--- src/rtl/fetch_queue.sv ---
// Dual-lane fetch-to-decode instruction queue.
// Circular buffer of {instr, pc, pc+4}; two pushes and up to two pops per cycle.
module fetch_queue #(
    parameter int DEPTH = 8
) (
    input  logic                     clk,
    input  logic                     rst,
    input  logic [31:0]              InstrF1,
    input  logic [31:0]              PCF1,
    input  logic [31:0]              PCPlus4F1,
    input  logic [31:0]              InstrF2,
    input  logic [31:0]              PCF2,
    input  logic [31:0]              PCPlus4F2,
    input  logic                     ValidF1,
    input  logic                     ValidF2,
    input  logic                     flush_i,
    input  logic [1:0]               TakeD,
    output logic                     en1,
    output logic                     en2,
    output logic [31:0]              InstrD1,
    output logic [31:0]              PCD1,
    output logic [31:0]              PCPlus4D1,
    output logic [31:0]              InstrD2,
    output logic [31:0]              PCD2,
    output logic [31:0]              PCPlus4D2,
    output logic                     ValidD1,
    output logic                     ValidD2,
    output logic [$clog2(DEPTH):0]   count_o
);
    localparam int AW = $clog2(DEPTH);
    localparam int CW = AW + 1;
    localparam logic [31:0] NOP = 32'h0000_0013;

    logic [31:0] instr_m [DEPTH];
    logic [31:0] pc_m    [DEPTH];
    logic [31:0] pcp4_m  [DEPTH];

    logic [AW-1:0] head;
    logic [AW-1:0] tail;
    logic [CW-1:0] count;

    logic          w1;
    logic          w2;
    logic [1:0]    wr_n;
    logic [1:0]    take;
    logic [1:0]    pops;
    logic [AW-1:0] wr2_idx;
    logic [AW-1:0] rd2_idx;

    // Enables depend only on registered occupancy so fetch never sees
    // a combinational path from decode or redirect.
    assign en1 = (count <= CW'(DEPTH - 2));
    assign en2 = en1;

    always_comb begin
        w1      = ValidF1 && en1;
        w2      = ValidF2 && en2;
        wr_n    = {1'b0, w1} + {1'b0, w2};
        take    = (TakeD == 2'd3) ? 2'd2 : TakeD;
        pops    = (count < CW'(take)) ? count[1:0] : take;
        wr2_idx = w1 ? tail + AW'(1) : tail;
        rd2_idx = head + AW'(1);
    end

    always_ff @(posedge clk) begin
        if (!rst && !flush_i) begin
            if (w1) begin
                instr_m[tail] <= InstrF1;
                pc_m[tail]    <= PCF1;
                pcp4_m[tail]  <= PCPlus4F1;
            end
            if (w2) begin
                instr_m[wr2_idx] <= InstrF2;
                pc_m[wr2_idx]    <= PCF2;
                pcp4_m[wr2_idx]  <= PCPlus4F2;
            end
        end
    end

    always_ff @(posedge clk) begin
        if (rst || flush_i) begin
            head  <= '0;
            tail  <= '0;
            count <= '0;
        end else begin
            head  <= head + AW'(pops);
            tail  <= tail + AW'(wr_n);
            count <= count + CW'(wr_n) - CW'(pops);
        end
    end

    always_comb begin
        ValidD1   = (count >= CW'(1));
        ValidD2   = (count >= CW'(2));
        InstrD1   = ValidD1 ? instr_m[head] : NOP;
        PCD1      = ValidD1 ? pc_m[head]    : 32'h0;
        PCPlus4D1 = ValidD1 ? pcp4_m[head]  : 32'h0;
        InstrD2   = ValidD2 ? instr_m[rd2_idx] : NOP;
        PCD2      = ValidD2 ? pc_m[rd2_idx]    : 32'h0;
        PCPlus4D2 = ValidD2 ? pcp4_m[rd2_idx]  : 32'h0;
    end

    assign count_o = count;
endmodule

--- config.mk ---
export PLATFORM = sky130hd
export DESIGN_NAME = fetch_queue
export DESIGN_NICKNAME = d
export VERILOG_FILES = /design/src/rtl/fetch_queue.sv
export SDC_FILE = /design/constraint.sdc
export NUM_CORES = 1
export LEC_CHECK = 0
export CAP_MARGIN = 15
export CORE_ASPECT_RATIO = 1.1
export CORE_UTILIZATION = 48
export CTS_CLUSTER_SIZE = 25
export DETAILED_ROUTE_END_ITERATION = 8
export GPL_TIMING_DRIVEN = 0
export PLACE_DENSITY = 0.68
export SETUP_SLACK_MARGIN = 0.05
export SKIP_LAST_GASP = 1
export SLEW_MARGIN = 10
export SYNTH_ARGS = -nofsm -noshare
export SYNTH_HDL_FRONTEND = slang
export SYNTH_SLANG_ARGS = --single-unit
--- constraint.sdc ---
create_clock -name clk -period 16.2 [get_ports clk]
set_input_delay 3.24 -clock clk [delete_from_list [all_inputs] [get_ports clk]]
set_output_delay 3.24 -clock clk [all_outputs]
set_load 0.05 [all_outputs]
==> results of run 1 <==
==> per-layer routing <==
layer / GRT usage [%] / share of wire (%) / vias to the layer above
met5: 0 / 0.12 / -
met4: 12.7 / 3.6 / 30
met3: 6.35 / 8.7 / 324
met2: 53.2 / 50 / 1647
met1: 39.6 / 37 / 15900
li1: - / - / 12400
==> per-stage QoR <==
stage	util (%)	TNS (ns)	instances	power [mW]	setup WS, ns
2_1_floorplan	-	0	2765	4.62	6.91
3_3_place_gp	54.5	-35.19	4412	5.88	-0.143
3_5_place_dp	56.2	0	4470	5.92	8.19
4_1_cts	59.3	0	4630	7.91	7.47
5_1_grt	59.4	0	4648	8.13	7.32
6_report	59.4	0	4650	7.91	7.38
==> report_power, final <==
part / internal [mW] / switching [mW] / total, mW
clock network: 1.18 / 0.829 / 2.00
logic: 1.28 / 2.31 / 3.59
registers: 2.28 / 0.0315 / 2.31
==> synthesized netlist by cell type, drive strengths merged, types with 5 or more instances <==
| cell type | n |
|---|---|
| a21oi | 95 |
| a22o | 96 |
| and2 | 6 |
| buf | 157 |
| clkbuf | 76 |
| dfxtp | 10 |
| edfxtp | 768 |
| ha | 12 |
| inv | 19 |
| mux2 | 672 |
| mux2i | 96 |
| mux4 | 384 |
| nand2 | 197 |
| nand2b | 5 |
| nand3 | 9 |
| nor2 | 112 |
| o21ai | 5 |
| o22ai | 10 |
==> cell type report <==
cell class                      instances  area [sq um]  area share [%]
Antenna cell                           14          35.0          0.0637
Multi-Input combinational cell       1735         20500            37.3
Sequential cell                       778         23300            42.3
Clock buffer                          100          2270            4.12
Buffer                                233          1190            2.16
Inverter                               19          71.3           0.130
Timing Repair Buffer                  462          5550            10.1
Clock inverter                         60           563            1.02
Tap cell                             1249          1560            2.84
==> flip-flops by register name, summed over array words and instances, names as in the netlist <==
name	flops
pcp4_m	256
count_o	4
head	3
pc_m	256
instr_m	256
tail	3
==> critical path: stages, from the launching register on <==
cell and delay (ns):
dfxtp_1 0.30, clkbuf_1 0.82, xor2_1 0.88, clkbuf_1 0.87, clkbuf_1 0.69, nand2_1 0.10, a21oi_1 0.38, clkdlybuf4s50_1 0.89
==> kinds of logic after synthesis <==
group                    Yosys count  synth area share, %
multiplexers                    1152                 38.2
flip-flops                       778                 51.8
AND/OR/NAND/NOR                  342                 3.04
buffers and inverters            252                 2.81
AO/OA/AOI/OAI                    218                 3.51
adder cells (fa/ha/maj)           16                0.512
XOR/XNOR                           7                0.136
==> worst min-delay path by stage <==
stage,from,to,slack (ns),cells past startpoint
after detailed placement,head[0]$_SDFF_PP0_,head[0]$_SDFF_PP0_,0.64,2
after global placement,head[0]$_SDFF_PP0_,head[0]$_SDFF_PP0_,0.60,2
final,head[0]$_SDFF_PP0_,head[0]$_SDFF_PP0_,0.66,2
after global routing,head[0]$_SDFF_PP0_,head[0]$_SDFF_PP0_,0.70,2
after CTS,head[0]$_SDFF_PP0_,head[0]$_SDFF_PP0_,0.66,2
after floorplan,head[0]$_SDFF_PP0_,head[0]$_SDFF_PP0_,0.58,2
==> results.json, run 1 <==
{
  "syn-mean-instance-area_sq_um": 16.2,
  "maxCapViolations": 0,
  "clkTransAtPathRegs_ns": 0.06,
  "cts_sinks": 778,
  "place_area_sq_um": 52100,
  "grt_pass1_wl_mm": 214,
  "synth_area_leaders": "edfxtp_1 51%, mux4_2 19%, mux2_2 16%",
  "synth_nets": 2980,
  "layout.nets": 3531,
  "wl_mm": 151,
  "synth_top_area_share_pct": 51.3,
  "synth_cells": 2765,
  "status": "finished, final reports clean",
  "grt_pass1_vias": 31800,
  "ys_seq_elements": 778,
  "r2r-end": "pc_m[2][29]$_DFFE_PP_",
  "cp.required_ns": 12.96,
  "slew_violations": 0,
  "start_util_pct": 48.5,
  "firstDrtPassIters": 5,
  "postRouteAntennaNets": 0,
  "hold_class": "flop to flop",
  "setup.worst_path.start_class": "flop",
  "final-setup-viol-count": 0,
  "clock_path_buffers": 3,
  "fp.coreArea_sq_um": 92700,
  "fmax_mhz": 113,
  "drc": 0,
  "crit_arrival_ns": 5.58,
  "total_leakage_power_nw": 17.5,
  "port_buffers": 398,
  "fin_crit_ns": 8.82,
  "power_density_nw_per_um2": 144,
  "mostFrequentLayoutCells": "768 x edfxtp_1, 619 x mux2_2, 398 x clkdlybuf4s50_1",
  "grt_use_total_pct": 31.4,
  "io_pins": 399,
  "vias": 30300,
  "gp_congestion": 0.843,
  "fillerInstances": 7035,
  "wire_per_inst_um": 32.4,
  "dieArea_sq_um": 94800,
  "hpwl_mm": 102,
  "antenna_found_initial": 31,
  "synth_area_leader_cell": "edfxtp_1",
  "fin_worst_skew_ns": 0.0242,
  "synth_area_sq_um": 44900,
  "tightest_slew_ns": 1.23,
  "worstSkewPairLatency_ns": 0.65,
  "critPathKind": "flop to output port",
  "worst_setup_path_end_kind": "output port",
  "h-tree-depth": 3,
  "post_cts_resize_count": 0,
  "reg2reg_depth": 9,
  "async_reset_ff_share_pct": 0,
  "ir_worst_vdd_mv": 0.124,
  "cts_tree": "yes",
  "cp_max_fo": 10,
  "globalRouteOverflowTotal": 0,
  "die_y_um": 323,
  "fin_area_sq_um": 55000,
  "slew_headroom_pct": 18.2,
  "final_common_cell": "edfxtp_1",
  "root_buffer": "clkbuf_16",
  "die_w_um": 294,
  "endpoint": "PCD2[27]",
  "rsz0062_at_grt": "false",
  "cts_made_buffers": 87,
  "syn_to_final_growth_pct": 22.5,
  "post_cts_buffers": 0,
  "drtIter0Drc": 3293,
  "rows": 117,
  "synth_edf_count": 768,
  "hold_buffers": 0,
  "r2r_start": "count_o[3]$_SDFF_PP0_",
  "yosys_warnings": 0,
  "drive_gt1_share_pct": 39.4,
  "via_per_inst": 6.52,
  "grt_max_degree": 19,
  "synth_seq_area_share_pct": 51.8,
  "synthFlopType": "edfxtp_1",
  "whs_ns": 0.663,
  "finalCritPeriodShare_pct": 54.5,
  "synth_cell_types": 46,
  "r2r_slack_ns": 12.49,
  "hold_viol_final": 0,
  "critPathLaunch": "head[2]$_SDFF_PP0_"
}
(Power assumes the default switching activity.)
==> inputs of run 2 (changes only) <==
PLACE_DENSITY = 0.71   (was 0.68)
clock period = 7.1 ns   (was 16.2 ns; I/O delays follow)
==> run 2 against run 1 <==
Via count rose by 0.15%. Wire length fell by 2.1%. Hold slack got worse by 0.018 ns. Clock skew shrank 0.011 ns. Die area stayed put. Final cell count decreased by 0.19%. Critical path depth unchanged. Total power rose by 130%. Combinational power up 130%. Register-to-register slack lost 9.2 ns.
==> results.json, run 2 (synthesis results as in run 1) <==
{
  "setup-tns-final_ns": 0,
  "port_buffers": 398,
  "drc": 0,
  "dieArea_sq_um": 94800,
  "grt_max_degree": 20,
  "die_w_um": 294,
  "switching_share_pct": 40.5,
  "grt_use_total_pct": 30.9,
  "fin_worst_skew_ns": 0.0128,
  "vias": 30400,
  "io_pins": 399,
  "final-setup-viol-count": 0,
  "worst_setup_path_end_kind": "output port",
  "cp.required_ns": 5.68,
  "layout.nets": 3520,
  "pwr-share-comb_pct": 45.7,
  "root_buffer": "clkbuf_16",
  "ir_worst_vdd_mv": 0.260,
  "cts_sinks": 778,
  "clkTransAtPathRegs_ns": 0.06,
  "slew_violations": 0,
  "final_common_cell": "edfxtp_1",
  "fin_crit_ns": 6.78,
  "cts_tree": "yes",
  "worstSkewPairLatency_ns": 0.66,
  "power_frac_seq_pct": 29.6,
  "wl_mm": 147,
  "finalCritPeriodShare_pct": 95.5,
  "setup.worst_path.start_class": "flop",
  "grt_pass1_vias": 32000,
  "holdPathStages": 2,
  "fp.coreArea_sq_um": 92700,
  "clock_path_buffers": 3,
  "start_util_pct": 48.5,
  "clkPwrFrac_pct": 24.7,
  "critPathLaunch": "head[2]$_SDFF_PP0_",
  "p_int_mw": 10.6,
  "rows": 117,
  "r2r_slack_ns": 3.30,
  "drtIter0Drc": 3196,
  "power.net_switching_mw": 7.23,
  "status": "finished, final reports clean",
  "hold_class": "flop to flop",
  "syn_to_final_growth_pct": 21.8,
  "final_core_util_pct": 59.1,
  "endpoint": "PCPlus4D2[23]",
  "cp_max_fo": 10,
  "wire_per_inst_um": 31.8,
  "reg2reg_depth": 9,
  "antenna_found_initial": 32,
  "mostFrequentLayoutCells": "768 x edfxtp_1, 619 x mux2_2, 398 x clkdlybuf4s50_1",
  "firstDrtPassIters": 6,
  "drive_gt1_share_pct": 39.0,
  "grt_pass1_wl_mm": 212,
  "via_per_inst": 6.55,
  "r2r_start": "count_o[3]$_SDFF_PP0_",
  "maxCapViolations": 0,
  "h-tree-depth": 3,
  "gp_congestion": 0.845,
  "critPathKind": "flop to output port",
  "top_regs": "instr_m x256, pc_m x256, pcp4_m x256",
  "slew_headroom_pct": 17.1,
  "postRouteAntennaNets": 0,
  "tightest_slew_ns": 1.24,
  "crit_arrival_ns": 5.36,
  "fmax_mhz": 148,
  "rsz0062_at_grt": "false",
  "cts_made_buffers": 86,
  "hold_viol_final": 0,
  "hpwl_mm": 101,
  "total_leakage_power_nw": 17.3,
  "power_density_nw_per_um2": 326,
  "globalRouteOverflowTotal": 0,
  "die_y_um": 323,
  "r2r-end": "pcp4_m[3][14]$_DFFE_PP_"
}
[run 2: cell count changes in the layout (fill, tap and decap cells not counted), sizes merged]
cell,delta
buf,-10
bufinv,-4
clkbuf,+7
clkinv,-6
diode,+4
[run 2: power by group through the flow]
stage / registers (mW) / logic [mW] / clock network (mW)
floorplan: 5.40 / 5.15 / 0
global placement: 5.41 / 7.95 / 0
detailed placement: 5.37 / 8.11 / 0
CTS: 5.27 / 8.14 / 4.43
global route: 5.29 / 8.47 / 4.59
finish: 5.28 / 8.16 / 4.40
[run 2: worst min-delay path by stage]
| stage | startpoint | end | slack (ns) |
|---|---|---|---|
| 5_1_grt | head[0]$_SDFF_PP0_ | head[0]$_SDFF_PP0_ | 0.68 |
| 3_3_place_gp | head[0]$_SDFF_PP0_ | head[0]$_SDFF_PP0_ | 0.60 |
| 4_1_cts | head[0]$_SDFF_PP0_ | head[0]$_SDFF_PP0_ | 0.65 |
| 3_5_place_dp | head[0]$_SDFF_PP0_ | head[0]$_SDFF_PP0_ | 0.64 |
| 6_report | head[0]$_SDFF_PP0_ | head[0]$_SDFF_PP0_ | 0.65 |
| 2_1_floorplan | head[0]$_SDFF_PP0_ | head[0]$_SDFF_PP0_ | 0.58 |
[run 2: routing by layer]
metal  vias up  GRT usage (%)  share of wire, %
li1      12400              -                 -
met1     15800           38.0                36
met2      1797           51.6                49
met3       362           7.48                10
met4        30           14.3               4.1
met5         -              0              0.12
[run 2: cell type report]
cell class	instances	area, sq um
clock buffer	107	2230
tap	1249	1560
inverter	19	71.3
timing repair buffer	452	5380
multi-input combinational	1735	20500
clock inverter	50	474
antenna	18	45.0
buffer	233	1190
sequential	778	23300
fill	7041	37900
[run 2: repair_timing]
action,CTS,global route
hold buffers,0,0
gates resized for setup,0,1
setup endpoints to repair,0,1
setup buffers,0,0
[run 2: metrics by stage]
| stage | hold WS (ns) | worst slack (ns) | cells | power [mW] | area (sq um) |
|---|---|---|---|---|---|
| finish | 0.645 | 0.321 | 4641 | 17.8 | 54700 |
| floorplan | 0.578 | -0.369 | 2765 | 10.5 | 44900 |
| CTS | 0.653 | 0.201 | 4622 | 17.9 | 54700 |
| global route | 0.685 | 0.312 | 4638 | 18.4 | 54700 |
| detailed placement | 0.639 | 0.927 | 4465 | 13.5 | 52000 |
| global placement | 0.599 | -6.94 | 4412 | 13.4 | 50500 |
[run 2: critical path: stages (launching register included)]
cell	delay [ns]
dfxtp_1	0.30
clkbuf_1	0.47
xnor2_1	1.08
clkbuf_1	0.86
buf_1	0.61
nand2_1	0.12
a21oi_1	0.36
clkdlybuf4s50_1	0.88
